<file path="config.mk">
export PLATFORM = sky130hd
export DESIGN_NAME = tmds_gearbox_10_to_2_flat
export DESIGN_NICKNAME = d
export VERILOG_FILES = /design/src/rtl/tmds_gearbox_10_to_2_pkg.sv /design/src/rtl/tmds_gearbox_10_to_2_if.sv /design/src/rtl/tmds_gearbox_10_to_2_phase_tracker.sv /design/src/rtl/tmds_gearbox_10_to_2.sv /design/src/flat_wrapper.sv
export SDC_FILE = /design/constraint.sdc
export NUM_CORES = 1
export LEC_CHECK = 0
export BUFFER_PORTS_ARGS = -buffer_cell sky130_fd_sc_hd__buf_2
export CORE_UTILIZATION = 45
export DETAILED_ROUTE_END_ITERATION = 8
export GPL_TIMING_DRIVEN = 0
export PLACE_DENSITY_LB_ADDON = 0.1
export SLEW_MARGIN = 20
export SYNTH_ARGS = -nofsm -noshare
export SYNTH_HDL_FRONTEND = slang
export SYNTH_SLANG_ARGS = --single-unit
</file>
<file path="constraint.sdc">
create_clock -name clk_x5 -period 4.2 [get_ports clk_x5]
set_input_delay 0.84 -clock clk_x5 [delete_from_list [all_inputs] [get_ports clk_x5]]
set_output_delay 0.84 -clock clk_x5 [all_outputs]
set_load 0.05 [all_outputs]
</file>
<file path="src/rtl/tmds_gearbox_10_to_2_pkg.sv">
// Shared constants, types and state encoding for the 10:2 TMDS gearbox.
package tmds_gearbox_10_to_2_pkg;

    localparam int SLOTS              = 5;
    localparam int LOAD_SLOT_DEFAULT  = 2;
    localparam int LOCK_EDGES_DEFAULT = 3;
    localparam int SLOT_W             = 3;
    localparam int WORD_W             = 10;

    typedef logic [SLOT_W-1:0] slot_t;
    typedef logic [WORD_W-1:0] tmds_word_t;

    typedef enum logic {
        ALIGN  = 1'b0,
        LOCKED = 1'b1
    } gb_state_e;

    function automatic slot_t next_slot(input slot_t s);
        return (s == slot_t'(SLOTS - 1)) ? '0 : s + 1'b1;
    endfunction

endpackage

</file>
<file path="src/rtl/tmds_gearbox_10_to_2_if.sv">
// Word-side inputs and serial-side outputs of the gearbox, bundled as one port.
interface tmds_gearbox_10_to_2_if;
    import tmds_gearbox_10_to_2_pkg::*;

    logic       phase_tog;
    tmds_word_t din;
    logic       q_rise;
    logic       q_fall;
    logic       locked;
    logic [7:0] slip_count;

    modport master (
        output phase_tog, din,
        input  q_rise, q_fall, locked, slip_count
    );

    modport slave (
        input  phase_tog, din,
        output q_rise, q_fall, locked, slip_count
    );
endinterface

</file>
<file path="src/rtl/tmds_gearbox_10_to_2_phase_tracker.sv">
// Recovers the clk_x1 word phase from phase_tog and decides when the gearbox is locked.
module gearbox_phase_tracker
    import tmds_gearbox_10_to_2_pkg::*;
#(
    parameter int LOCK_EDGES = LOCK_EDGES_DEFAULT
) (
    input  logic  clk_x5,
    input  logic  reset,
    input  logic  i_phase_tog,
    output slot_t o_slot,
    output logic  o_locked,
    output logic  o_slip
);

    localparam int GOOD_W = $clog2(LOCK_EDGES + 1);

    logic              r_tog_q;
    logic              r_tog_qq;
    slot_t             r_slot;
    gb_state_e         r_state;
    logic              r_locked;
    logic [GOOD_W-1:0] r_good_cnt;
    logic              r_seen;

    logic w_edge;
    logic w_on_time;
    logic w_slip;

    // An edge is expected exactly when the previous slot was the last one.
    assign w_edge    = r_tog_q ^ r_tog_qq;
    assign w_on_time = (r_slot == slot_t'(SLOTS - 1));
    assign w_slip    = (r_state == LOCKED) && (w_edge != w_on_time);

    always_ff @(posedge clk_x5 or posedge reset) begin
        if (reset) begin
            r_tog_q    <= 1'b0;
            r_tog_qq   <= 1'b0;
            r_slot     <= '0;
            r_state    <= ALIGN;
            r_locked   <= 1'b0;
            r_good_cnt <= '0;
            r_seen     <= 1'b0;
        end else begin
            // NOTE: non-blocking assignments so every flop samples pre-edge values.
            r_tog_q  <= i_phase_tog;
            r_tog_qq <= r_tog_q;
            r_slot   <= w_edge ? '0 : next_slot(r_slot);
            case (r_state)
                ALIGN: begin
                    if (r_good_cnt == GOOD_W'(LOCK_EDGES)) begin
                        r_state  <= LOCKED;
                        r_locked <= 1'b1;
                    end else if (w_edge) begin
                        if (r_seen && w_on_time) begin
                            r_good_cnt <= r_good_cnt + 1'b1;
                        end else begin
                            r_good_cnt <= '0;
                            r_seen     <= 1'b1;
                        end
                    end
                end
                LOCKED: begin
                    if (w_slip) begin
                        r_state    <= ALIGN;
                        r_locked   <= 1'b0;
                        r_good_cnt <= '0;
                    end
                end
            endcase
        end
    end

    assign o_slot   = r_slot;
    assign o_locked = r_locked;
    // Slip stays combinational so the top can drop the word on the unlocking edge.
    assign o_slip   = w_slip;

endmodule

</file>
<file path="src/rtl/tmds_gearbox_10_to_2.sv">
// 10-bit TMDS word to 2-bit-per-clk_x5 serialiser feeding an ODDR (LSB first).
module tmds_gearbox_10_to_2
    import tmds_gearbox_10_to_2_pkg::*;
#(
    parameter int LOAD_SLOT  = LOAD_SLOT_DEFAULT,
    parameter int LOCK_EDGES = LOCK_EDGES_DEFAULT
) (
    input logic                   clk_x5,
    input logic                   reset,
    tmds_gearbox_10_to_2_if.slave bus
);

    slot_t      w_slot;
    logic       w_locked;
    logic       w_slip;
    logic       w_load;
    tmds_word_t r_shift;
    logic [7:0] r_slip_count;

    gearbox_phase_tracker #(
        .LOCK_EDGES (LOCK_EDGES)
    ) u_phase_tracker (
        .clk_x5      (clk_x5),
        .reset       (reset),
        .i_phase_tog (bus.phase_tog),
        .o_slot      (w_slot),
        .o_locked    (w_locked),
        .o_slip      (w_slip)
    );

    assign w_load = w_locked && (w_slot == slot_t'(LOAD_SLOT));

    // The low bit pair of the shift register is the output flop pair itself.
    always_ff @(posedge clk_x5 or posedge reset) begin
        if (reset) begin
            r_shift      <= '0;
            r_slip_count <= '0;
        end else begin
            if (w_slip || !w_locked) begin
                r_shift <= '0;
            end else if (w_load) begin
                r_shift <= bus.din;
            end else begin
                r_shift <= {2'b00, r_shift[WORD_W-1:2]};
            end
            if (w_slip && (r_slip_count != 8'hFF)) begin
                r_slip_count <= r_slip_count + 1'b1;
            end
        end
    end

    assign bus.q_rise     = r_shift[0];
    assign bus.q_fall     = r_shift[1];
    assign bus.locked     = w_locked;
    assign bus.slip_count = r_slip_count;

endmodule

</file>
<file path="src/flat_wrapper.sv">
// flat-port wrapper written by rule: the top's interface ports become plain ports
module tmds_gearbox_10_to_2_flat import tmds_gearbox_10_to_2_pkg::*;
#(
    parameter int LOAD_SLOT  = LOAD_SLOT_DEFAULT,
    parameter int LOCK_EDGES = LOCK_EDGES_DEFAULT
)
  (clk_x5, reset, bus_phase_tog, bus_din, bus_q_rise, bus_q_fall, bus_locked, bus_slip_count);
  tmds_gearbox_10_to_2_if bus_i ();
  input logic clk_x5;
  input logic reset;
  input wire logic [$bits(bus_i.phase_tog)-1:0] bus_phase_tog;
  input wire logic [$bits(bus_i.din)-1:0] bus_din;
  output wire logic [$bits(bus_i.q_rise)-1:0] bus_q_rise;
  output wire logic [$bits(bus_i.q_fall)-1:0] bus_q_fall;
  output wire logic [$bits(bus_i.locked)-1:0] bus_locked;
  output wire logic [$bits(bus_i.slip_count)-1:0] bus_slip_count;
  assign bus_i.phase_tog = bus_phase_tog;
  assign bus_i.din = bus_din;
  assign bus_q_rise = bus_i.q_rise;
  assign bus_q_fall = bus_i.q_fall;
  assign bus_locked = bus_i.locked;
  assign bus_slip_count = bus_i.slip_count;
  tmds_gearbox_10_to_2 #(.LOAD_SLOT(LOAD_SLOT), .LOCK_EDGES(LOCK_EDGES)) u_core (.clk_x5(clk_x5), .reset(reset), .bus(bus_i));
endmodule
</file>
==> summary.txt <==
Synthesis
  • Most numerous cell in the Yosys netlist: dfrtp_1
  • Post-Synthesis Mean Instance Area: about 12 um2
  • Syn nets: 129
  • Top post-synthesis cells by count: dfrtp_1 (28), nor2_1 (12), mux2i_1 (9), inv_1 (8), nand3_1 (6)
  • Number of flops mapped to enable cells by yosys: 0
  • Yosys warns: 0
  • Syn Inst Count: 111
  • Sequential area share after synthesis: 0.5313
  • Asr flop ratio synth: 1.000
  • Prevailing post-synth register cell: dfrtp_1
  • Yosys top cell by area: dfrtp_1
  • Post-Syn Area: 1319 um2
  • Synthesized flop and latch total: 28
  • Distinct cells, synth: 30
  • Yosys top cell area share: 0.5313
  • Top cells by area, synth: dfrtp_1 (53%), mux2i_1 (6.8%), ha_1 (4.7%), mux2_4 (4.6%), nor2_1 (3.4%)

Worst setup path
  • CP endpoint: bus_slip_count[2]
  • R2R Setup Slk: between 2 and 2.5 ns
  • FF-to-FF path depth: 6
  • Critical R2R Launch: u_core.u_phase_tracker.o_slot[0]
  • Crit-path cells: buf_2
  • Top cell family by delay on the critical path: flip-flops
  • Stages on worst setup path: 1
  • CP endpoint kind: primary output
  • Critical path peak fanout: 6
  • Critical path launch point: u_core.bus.slip_count[2]
  • Worst R2R End: u_core.bus.slip_count[7]
  • Worst EP arrival: 1.10 ns
  • Slowest Stage Delay on Critical Path: between 0.4 and 0.5 ns
  • Required time worst endpoint: 3.36 ns
  • Startpoint Class: flop
  • Cell at the slowest stage of the critical path: dfrtp_1
  • CP Class: reg -> out
  • Buf/Inv on CP: 1

Power and ir drop
  • Clock power frac: 0.287
  • Lkg Pwr: 0.7890 nW
  • Psw: 0.1066 mW
  • Comb power frac: 0.087
  • Switch share: 0.2354
  • Internal power: about 0.35 mW
  • Pwr Total: 0.4529 mW
  • Peak supply drop: between 0.2 and 0.25 mV
  • PD cells: 300.2 nW/um2
  • Seq pwr share: 0.626

CTS
  • # H-tree levels: 1
  • Cts repair resizes: 0
  • Clock Sinks: 28
  • Latest clock arrival within the worst-skew pair: 0.32 ns
  • Root Buffer: clkbuf_4
  • Setup bufs post-CTS: 0
  • CTS Hold Bufs: 0
  • CTS tree: done
  • CTS clk-pin slew, worst paths: approximately 0.15 ns
  • CTS max path bufs: 2
  • Inserted Clock Buffers: 3

Min path
  • Worst min path class: reg -> reg

Routing
  • TritonRoute pass-1 iters: 3
  • Final ANT Viol Nets: 0
  • Routed WL: approximately 2000 um
  • Vias after detailed routing: 881
  • Vias per cell: 5.213
  • Initial DRC Count: 8
  • DRC viols: 0
  • Routed WL per cell: about 12 um

Floorplan
  • Die X: 56.14 um
  • I/O pin count: 24
  • Initial Util: 0.4782
  • Die Ht: 56.14 um
  • Core area: 2758 um2
  • Row count: 19
  • Die area: between 3000 and 4000 um2

Placement
  • Port Buffer Count: 23
  • Placer congestion estimate: roughly 0.72
  • Placed Area: around 1500 um2
  • Final HPWL DP: 1451 um

STA
  • Hold Slack: 0.4742 ns
  • Final setup viols: 0
  • TNS Setup: 0 ns
  • Count of final hold-check violations: 0
  • Post-route minimum period: 1.939 ns
  • Fin. max-slew vios: 0
  • Worst Max-Slew Pin Slew: 0.7290 ns
  • Final period util: 0.4618
  • Clk_skew: 0.005233 ns
  • F_max: 515.6 MHz
  • Slew margin rel.: 0.5140
  • RSZ-0062 raised after global routing: false

Run
  • Max-Cap Viols: 0

Global route
  • Global-route wire length before repair: 3781 um
  • Largest net degree at the start of global routing: 29
  • GRT Overall Usage: 0.1528
  • Grt total ovfl: 0
  • Initial antenna violation count: 0
  • Number of global-route vias before repair: 890

Finish
  • Layout area overhead: 14.42%
  • N_diodes: 0
  • Final nets: 157
  • Final instance area: 1509 um2
  • # fillers: 259
  • Fraction of layout cells with a size suffix above 1: 0.3261

Run status
  • Outcome: completed
[sequential cells by signal, summed over array words and instances (netlist names)]
signal                             count
u_core.u_phase_tracker.r_tog_qq        1
u_core.r_shift                        10
u_core.u_phase_tracker.o_slot          3
u_core.u_phase_tracker.r_state         1
u_core.u_phase_tracker.r_good_cnt      2
u_core.bus.slip_count                  8
u_core.u_phase_tracker.r_seen          1
u_core.u_phase_tracker.o_locked        1
u_core.u_phase_tracker.r_tog_q         1
[metal layers]
layer	GRT usage	part of all wire	vias up
met3	0.02791	0.033	4
met4	0.06272	0.013	0
met2	0.2449	0.46	17
li1	-	-	429
met5	0	0	-
met1	0.2052	0.50	431
[placed cells by master (no fill, tap or decap), drive strengths merged]
cell / instances
a211oi: 1
a21boi: 1
and2: 1
and3: 2
buf: 24
clkbuf: 5
dfrtp: 28
ha: 5
inv: 8
mux2: 4
mux2i: 10
nand2: 5
nand2b: 1
nand3: 6
nand3b: 1
nand4: 2
nor2: 14
nor3: 7
nor3b: 1
o21a: 1
o21ai: 4
or2: 1
xnor2: 2
xor2: 4
[final cells by class]
class / count / area, um2 / area share
Buffer: 2 / 15.01 / 0.009950
Clock buffer: 4 / 36.28 / 0.02405
Inverter: 8 / 30.03 / 0.01990
Multi-Input combinational cell: 73 / 573.1 / 0.3798
Sequential cell: 28 / 700.7 / 0.4643
Tap cell: 31 / 38.79 / 0.02570
Timing Repair Buffer: 23 / 115.1 / 0.07628
[kinds of logic (layout without fill, tap and decap cells)]
family	Yosys count	in the layout	share of synthesized area
simple gates	41	41	0.1784
flops	28	28	0.5313
mux	14	14	0.1309
buf+inv	10	37	0.03415
compound gates	7	7	0.03227
xor+xnor	6	6	0.04554
fa+ha+maj	5	5	0.04744
[how the worst min path moves through the flow]
stage	startpoint	endpoint	slack, ns	cells past startpoint
after floorplan	u_core.u_phase_tracker.o_slot[0]	u_core.u_phase_tracker.o_slot[0]	0.43	1
after global placement	u_core.u_phase_tracker.r_tog_q	u_core.u_phase_tracker.r_tog_qq	0.45	0
after detailed placement	u_core.u_phase_tracker.r_tog_q	u_core.u_phase_tracker.r_tog_qq	0.46	0
after CTS	u_core.u_phase_tracker.o_slot[0]	u_core.u_phase_tracker.o_slot[0]	0.48	1
after global routing	u_core.u_phase_tracker.r_tog_q	u_core.u_phase_tracker.r_tog_qq	0.51	0
final	u_core.u_phase_tracker.o_slot[0]	u_core.u_phase_tracker.o_slot[0]	0.47	1
[metrics by stage]
stage                     setup WS [ns]  std cells  utilization
after floorplan                   2.329        111            -
after global placement            2.373        165       0.5340
after detailed placement          2.360        165       0.5340
after CTS                         2.250        169       0.5472
after global routing              2.178        169       0.5472
final                             2.261        169       0.5472
[power groups by stage]
stage	logic [mW]	clock network [mW]	registers [mW]
final	0.0393	0.130	0.283
after global routing	0.0467	0.146	0.285
after CTS	0.0400	0.135	0.284
after detailed placement	0.0396	0	0.289
after global placement	0.0384	0	0.288
after floorplan	0.0265	0	0.288
(Power assumes the default switching activity.)
